$ cat config.mk
export PLATFORM = sky130hd
export DESIGN_NAME = pulse_envelope_length
export DESIGN_NICKNAME = d
export VERILOG_FILES = /design/src/rtl/apu_pkg.sv /design/src/rtl/pulse_envelope.sv /design/src/rtl/pulse_envelope_length.sv
export SDC_FILE = /design/constraint.sdc
export NUM_CORES = 1
export LEC_CHECK = 0
export ABC_CLOCK_PERIOD_IN_PS = 2500
export CAP_MARGIN = 20
export CELL_PAD_IN_SITES_DETAIL_PLACEMENT = 1
export CELL_PAD_IN_SITES_GLOBAL_PLACEMENT = 1
export CORE_MARGIN = 1.5
export CORE_UTILIZATION = 42
export CTS_CLUSTER_DIAMETER = 80
export DETAILED_ROUTE_END_ITERATION = 16
export PLACE_DENSITY_LB_ADDON = 0.1
export SKIP_LAST_GASP = 1
export SYNTH_ARGS = -nofsm -noshare
export SYNTH_HDL_FRONTEND = slang
export SYNTH_HIERARCHICAL = 1
export SYNTH_SLANG_ARGS = --single-unit
$ cat constraint.sdc
create_clock -name clk -period 2.5 [get_ports clk]
set_clock_uncertainty 0.2 [all_clocks]
set_input_delay 0.375 -clock clk [delete_from_list [all_inputs] [get_ports clk]]
set_output_delay 0.375 -clock clk [all_outputs]
set_load 0.01 [all_outputs]
$ cat src/rtl/apu_pkg.sv
// ----------------------------------------------------------------------------
// apu_pkg
//   Shared constants for the APU pulse channel: widths, control-register bit
//   positions, envelope maximum and the length-counter load table.
// ----------------------------------------------------------------------------
package apu_pkg;

    localparam int VOL_W     = 4;
    localparam int LEN_W     = 8;
    localparam int LEN_IDX_W = 5;

    localparam logic [VOL_W-1:0] VOL_MAX = 4'd15;

    // Control register bit positions
    localparam int CTRL_HALT_BIT  = 5;   // length halt / envelope loop
    localparam int CTRL_CONST_BIT = 4;   // constant volume select

    // Length-counter load values, indexed by the 5-bit field of a length write
    localparam logic [LEN_W-1:0] LEN_TABLE [0:31] = '{
        8'd10,  8'd254, 8'd20,  8'd2,   8'd40,  8'd4,   8'd80,  8'd6,
        8'd160, 8'd8,   8'd60,  8'd10,  8'd14,  8'd12,  8'd26,  8'd14,
        8'd12,  8'd16,  8'd24,  8'd18,  8'd48,  8'd20,  8'd96,  8'd22,
        8'd192, 8'd24,  8'd72,  8'd26,  8'd16,  8'd28,  8'd32,  8'd30
    };

    function automatic logic [LEN_W-1:0] len_lookup(input logic [LEN_IDX_W-1:0] idx);
        return LEN_TABLE[idx];
    endfunction

endpackage

$ cat src/rtl/pulse_envelope.sv
// ----------------------------------------------------------------------------
// pulse_envelope
//   Envelope generator for the pulse channel. Holds the start flag, the
//   divider and the decay level; advances only on quarter-frame ticks.
// Ports
//   clk           in   system clock
//   rst_n         in   synchronous active-low reset
//   quarter_tick  in   1-cycle envelope clock
//   start_set     in   length write seen: restart envelope on next tick
//   loop_flag     in   decay wraps 0 -> 15 when set
//   const_vol     in   select constant volume instead of decay
//   vol           in   constant volume / divider period
//   volume        out  current envelope volume
// ----------------------------------------------------------------------------
module pulse_envelope
    import apu_pkg::*;
(
    input  logic             clk,
    input  logic             rst_n,
    input  logic             quarter_tick,
    input  logic             start_set,
    input  logic             loop_flag,
    input  logic             const_vol,
    input  logic [VOL_W-1:0] vol,
    output logic [VOL_W-1:0] volume
);

    logic             start;
    logic [VOL_W-1:0] divider;
    logic [VOL_W-1:0] decay;

    // NOTE: registers use non-blocking (<=) so every flop samples pre-edge
    // values; blocking here would let later statements see updated state.
    always_ff @(posedge clk) begin
        if (!rst_n) begin
            start   <= 1'b0;
            divider <= '0;
            decay   <= '0;
        end else begin
            if (quarter_tick) begin
                if (start) begin
                    start   <= 1'b0;
                    decay   <= VOL_MAX;
                    divider <= vol;
                end else if (divider == '0) begin
                    divider <= vol;
                    if (decay != '0)
                        decay <= decay - VOL_W'(1);
                    else if (loop_flag)
                        decay <= VOL_MAX;
                end else begin
                    divider <= divider - VOL_W'(1);
                end
            end
            // A length write on a tick edge: the tick above consumed the old
            // start value; this later assignment leaves start set afterwards.
            if (start_set)
                start <= 1'b1;
        end
    end

    assign volume = const_vol ? vol : decay;

endmodule

$ cat src/rtl/pulse_envelope_length.sv
// ----------------------------------------------------------------------------
// pulse_envelope_length
//   Pulse-channel stage after the duty sequencer: applies envelope volume and
//   the length-counter gate to the 1-bit duty waveform.
// Ports
//   clk             in   system clock
//   iReset          in   synchronous active-low reset
//   iQuarter_frame  in   envelope clock tick
//   iHalf_frame     in   length clock tick
//   iWr_ctrl        in   ctrl write: [5]=halt/loop [4]=const [3:0]=vol/period
//   iWr_length      in   length write: [7:3]=table index; restarts envelope
//   iWr_data        in   write data
//   iChannel_enable in   channel enable; low holds the length counter at 0
//   iPulse          in   duty waveform bit
//   oSample         out  registered channel sample
//   oActive         out  registered length != 0 status
// ----------------------------------------------------------------------------
module pulse_envelope_length
    import apu_pkg::*;
(
    input  logic             clk,
    input  logic             iReset,
    input  logic             iQuarter_frame,
    input  logic             iHalf_frame,
    input  logic             iWr_ctrl,
    input  logic             iWr_length,
    input  logic [7:0]       iWr_data,
    input  logic             iChannel_enable,
    input  logic             iPulse,
    output logic [VOL_W-1:0] oSample,
    output logic             oActive
);

    logic             halt;
    logic             const_vol;
    logic [VOL_W-1:0] vol;
    logic [LEN_W-1:0] length;
    logic [LEN_W-1:0] length_next;
    logic [VOL_W-1:0] volume;

    pulse_envelope u_envelope (
        .clk          (clk),
        .rst_n        (iReset),
        .quarter_tick (iQuarter_frame),
        .start_set    (iWr_length),
        .loop_flag    (halt),
        .const_vol    (const_vol),
        .vol          (vol),
        .volume       (volume)
    );

    // Disable beats a write, a write beats the half-frame decrement.
    // NOTE: default assigned first so every path drives length_next; a
    // missing branch would otherwise infer a latch.
    always_comb begin
        length_next = length;
        if (!iChannel_enable)
            length_next = '0;
        else if (iWr_length)
            length_next = len_lookup(iWr_data[7:3]);
        else if (iHalf_frame && !halt && length != '0)
            length_next = length - LEN_W'(1);
    end

    always_ff @(posedge clk) begin
        if (!iReset) begin
            halt      <= 1'b0;
            const_vol <= 1'b0;
            vol       <= '0;
            length    <= '0;
            oSample   <= '0;
            oActive   <= 1'b0;
        end else begin
            if (iWr_ctrl) begin
                halt      <= iWr_data[CTRL_HALT_BIT];
                const_vol <= iWr_data[CTRL_CONST_BIT];
                vol       <= iWr_data[VOL_W-1:0];
            end
            length  <= length_next;
            // Gate uses the pre-edge length; status reflects the new one.
            oSample <= (iPulse && length != '0) ? volume : '0;
            oActive <= (length_next != '0);
        end
    end

endmodule

* Word-level counts from Yosys, hierarchy flattened
Memory sizes are Yosys's and may differ from the RTL's.
Index checks and enable logic that the tools add are counted.
** Cells by class
- Add/sub/neg operators :: 3
- $lt $le $gt $ge :: 1
- Muxes and demuxes :: 14
- Bitwise operators :: 1
- Reduce and logical (&&, ||, !) cells :: 13
** Operator list (number)
- 8-bit 2-to-1 mux :: 5
- 4-bit 2-to-1 mux :: 7
- 8-bit nonzero test :: 2
- 4-bit by 1-bit subtractor with 4-bit output, second input constant :: 2
- 8-bit by 1-bit subtractor with 8-bit output, second input constant :: 1
- 6-bit >= comparator, second input constant :: 1
- 5-bit NOT with 6-bit output :: 1
- 4-bit logical NOT :: 1
- 2-bit nonzero test :: 2
- 4-bit nonzero test :: 1
- 1-bit logical AND :: 3
- 3-bit AND reduction :: 1
- 3-bit nonzero test :: 1
- 1-bit 2-to-1 mux :: 2
- 2-bit AND reduction :: 1
- 1-bit logical NOT :: 1
** Storage, ports and cells
- Flip-flop bits (word level) :: 28
- ROM bits :: 256
- Input port bits :: 16
- Output and inout port bits :: 5
- Logic and storage cells :: 42
- Memories :: 1
** Memories
- (no name shown) :: depth 32, width 8, rd ports 1, clocked after memory_dff 0, write ports 0, RTL line apu_pkg.sv:27 : return LEN_TABLE[idx];

* Depth between registers and ports, before layout
- Depth in word-level cells :: 7
- Mapped depth :: 8

* Modules after synthesis
Netlist, hierarchy kept.
** Modules (own cells, without submodules)
- pulse_envelope_length :: instances 1, cells an instance 152, area each 1257.5 um^2, sequential area each 380.4 um^2
- pulse_envelope :: instances 1, cells an instance 68, area each 600.6 um^2, sequential area each 180.2 um^2

* Worst setup path after synthesis
No wires, ideal clock.
- Kind :: register to register
- Start :: register halt
- End :: register oActive
- Arrival :: 1.633 ns
- Required time :: 2.165 ns
- Slack :: 0.531 ns
- Stages on the path, launching flop included :: 7
- Buffers on the path :: 0
- Path through :: dfxtp_1 -> or4b_4 -> o21a_1 -> o311ai_2 -> nand4_1 -> nor2_1 -> a41oi_1
** Between the ends
- Cells in the longest elaborated chain, start to end :: 7
** Ends and longest elaborated chain
- from (decl) :: RTL line pulse_envelope_length.sv:34 : logic halt;
- from (signal assigned) :: RTL line pulse_envelope_length.sv:75 : halt <= iWr_data[CTRL_HALT_BIT];
- 1-bit logical NOT :: RTL line pulse_envelope_length.sv:61 : else if (iHalf_frame && !halt && length != '0)
- 1-bit logical AND (2 in a row) :: RTL line pulse_envelope_length.sv:61
- 8-bit 2-to-1 mux :: RTL line pulse_envelope_length.sv:61
- 8-bit 2-to-1 mux :: RTL line pulse_envelope_length.sv:59 : else if (iWr_length)
- 8-bit 2-to-1 mux :: RTL line pulse_envelope_length.sv:57 : if (!iChannel_enable)
- 8-bit nonzero test :: RTL line pulse_envelope_length.sv:82 : oActive <= (length_next != '0);
- to (signal assigned) :: RTL line pulse_envelope_length.sv:82
- to (decl) :: RTL line pulse_envelope_length.sv:31 : output logic oActive
Every way passes these cells.
A chain may end at the register's enable or synchronous reset.

* Final worst setup path
- Start :: input port iHalf_frame
- End :: register oActive
** Between the ends
- Cells in the longest elaborated chain, start to end :: 6
** Ends and longest elaborated chain
- from (decl) :: RTL line pulse_envelope_length.sv:24 : input logic iHalf_frame,
- 1-bit logical AND (2 in a row) :: RTL line pulse_envelope_length.sv:61
- 8-bit 2-to-1 mux :: RTL line pulse_envelope_length.sv:61
- 8-bit 2-to-1 mux :: RTL line pulse_envelope_length.sv:59
- 8-bit 2-to-1 mux :: RTL line pulse_envelope_length.sv:57
- 8-bit nonzero test :: RTL line pulse_envelope_length.sv:82
Every way passes these cells.

==> impl_results.md <==
- Drt via density: 5.76
- CP max FO: 5
- Die Wd: 69.5 um
- Slew headroom: 0.661
- Die area: 4830 um^2
- Setup Buffers After CTS: 0
- I/O pin cnt: 21
- RSZ-0062 raised after global routing: false
- Largest net degree at the start of global routing: 16
- Worst-path clk slew: 0.10 ns
- Gr ovfl total: 0
- First-pass GRT wire length: 8940 um
- Vias post-DR: 1744
- Layout cells sized above 1: 0.139
- CTS tree: yes
- Initial DRC count: 53
- F_max: 0.434 GHz
- DRC errors left: 0
- Worst-Skew Late Latency: 0.28 ns
- Area grow syn2layout: 22.6%
- R2R depth: 8
- Synth area leader: dfxtp_1
- Crit Path Class: input pin to register
- Minimum clock period: 2.30 ns
- Flop2flop setup slack: 0.31 ns
- Number of synthesized flops with an enable pin: 0
- Synth cell types: 62
- Worst Setup Start Kind: input pin
- Slew at the pin closest to its max-slew limit: 0.507 ns
- HPWL after detailed placement: 4110 um
- Worst Setup EP: oActive
- Max VDD drop: 0.000216 V
- CP startpoint: iHalf_frame
- Gp weighted congestion: 0.889
- Mapped Area: 1860 um^2
- Worst EP required: 2.46 ns
- Antenna Cells: 0
- Hold_ws: 0.350 ns
- Post-CTS sizing: 0
- Post-Syn Instances: 220
- Top post-synthesis cells by area: dfxtp_1 (30%), ha_1 (6.7%), mux2i_1 (4.8%)
- DRT Pass-1 Iters: 4
- Vias in the first global route: 1859
- #FFs+latches synth: 28
- Gr usage total: 0.228
- CTS sink cnt: 28
- Outcome: complete, no violations
- Wirelength, routed: 5160 um
- Synthesized area per cell: 8.45 um^2
- Site Rows: 24
- Synth warn: 6
- Fin crit share: 0.921
- Sequential-to-total area share from yosys stat: 0.302
- Die height: 69.5 um
- Initial core utilization: 0.433
- FF-to-FF Start: length[0]
- # nets final: 278
- CP max-delay cell: or4b_4
- Root Driver: clkbuf_8
- Crit. End Element: register
- Port Buf Inserts: 20
- Final TNS setup: 0 ns
- Final hold violations: 0
- Number of H-tree levels: 1
- CP Cell Sequence: clkdlybuf4s50_1 > or4b_4 > o21a_1 > o311ai_2 > nand4_1 > nor2_1 > a41oi_1
- Pins over their slew limit: 0
- Initial antenna violation count: 0
- Core area: 4290 um^2
- Max Cap Viol: 0
- Most used cells in the layout excluding fill and tap cells: dfxtp_1 (28), nor2_1 (20), clkdlybuf4s50_1 (20), inv_1 (17), buf_4 (16)
- Post-synth top area share: 0.302
- WP data arrival: 2.26 ns
- Post-synth top flop: dfxtp_1
- CTS Buffer Depth: 2
- Hold_buf cts: 0
- Worst R2R End: oActive
- Asr flop ratio synth: 0
- Wire length per cell: 17.0 um
- Leak: 0.883 nW
- Setup-failing EPs final: 0
- Slowest Stage Delay on Critical Path: 0.52 ns
- Non-filler instance count after layout: 303
- Commonest non-fill, non-tap cell in the layout: dfxtp_1
- Cell area power density: 536 nW/um^2
- Detail Route Antenna Nets: 0
- Synthesized net count: 246
- Worst Hold Class: register to register
- Placed cells: 299
- CTS Buf Count: 3
==> metrics by stage <==
step | total power [mW] | worst slack, ns | instance area (um^2) | utilization
detailed placement | 0.938 | -0.111 | 2220 | 0.518
CTS | 1.23 | 0.193 | 2280 | 0.531
global route | 1.30 | 0.0965 | 2280 | 0.531
global placement | 0.915 | -0.0703 | 2220 | 0.518
finish | 1.22 | 0.196 | 2280 | 0.531
floorplan | 0.799 | 0.531 | 1860 | -
==> worst min-delay path by stage <==
stage          startpoint                    end  slack (ns)  cells after the start
4_1_cts            vol[0]  u_envelope/divider[0]        0.34                      2
3_3_place_gp       vol[0]  u_envelope/divider[0]        0.33                      2
6_report           vol[0]  u_envelope/divider[0]        0.35                      2
3_5_place_dp       vol[0]  u_envelope/divider[0]        0.34                      2
2_1_floorplan      vol[0]                 vol[0]        0.28                      2
5_1_grt            vol[0]  u_envelope/divider[0]        0.35                      2
==> where the power goes <==
group | total (mW) | internal [mW] | leakage [nW] | switching, mW
registers | 0.538 | 0.487 | 0.230 | 0.0516
logic | 0.392 | 0.198 | 0.625 | 0.193
clock network | 0.291 | 0.141 | 0.0288 | 0.150
total | 1.22 | 0.826 | 0.883 | 0.395
==> worst max-delay path, delay by kind of cell <==
kind	cells	cell delay [ns]
AO/OA/AOI/OAI	3	0.60
buffers and inverters	1	0.50
AND/OR/NAND/NOR	3	0.78
==> cell type report <==
type                            instances  area (um^2)
Clock buffer                            4         55.1
Timing Repair Buffer                   37          340
Sequential cell                        28          561
Fill cell                             522         2020
Inverter                               17         63.8
Tap cell                               52         65.1
Multi-Input combinational cell        165         1190
==> cell families (layout without fill, tap and decap cells) <==
| group | count (synthesis) | after routing | share of synthesized area |
|---|---|---|---|
| AOI/OAI and AO/OA | 62 | 62 | 0.244 |
| and+or+nand+nor | 80 | 80 | 0.263 |
| DFF | 28 | 28 | 0.302 |
| adders and majority gates | 10 | 10 | 0.0673 |
| muxes | 10 | 10 | 0.0545 |
| buffers and inverters | 27 | 58 | 0.0559 |
| xor gates and xnor gates | 3 | 3 | 0.0141 |
==> metal layers <==
metal	share of wire	up-vias	routed length [um]	GRT usage
li1	-	875	-	-
met1	0.44	835	2290	0.288
met2	0.51	26	2640	0.408
met3	0.030	8	153	0.0262
met4	0.014	0	70	0.0632
met5	0	-	0	0
==> state kept, by name, indices dropped and copies added (netlist names) <==
| register | flops |
|---|---|
| u_envelope/divider | 4 |
| u_envelope/decay | 4 |
| halt | 1 |
| oActive | 1 |
| length | 8 |
| oSample | 4 |
| vol | 4 |
| const_vol | 1 |
| u_envelope/start | 1 |
==> cell usage after synthesis, types with 2 or more instances <==
library cell and count:
nor3_1 7, nand2_1 15, nand3b_1 3, ha_1 10, inv_1 17, or3_1 3, o221a_1 2, a31oi_1 7
nor2b_1 2, nand2b_1 3, nor3b_1 2, a21oi_1 10, nor2_1 20, a211oi_2 2, xnor2_1 3, o21ai_0 11
o211ai_1 2, nand3_1 2, a211oi_1 5, or4b_4 2, and2_1 6, o21ai_1 2, dfxtp_1 28, mux2i_1 9
buf_2 2, clkbuf_1 8, o311a_1 2
Note: power is estimated with default switching activity, not from simulation.
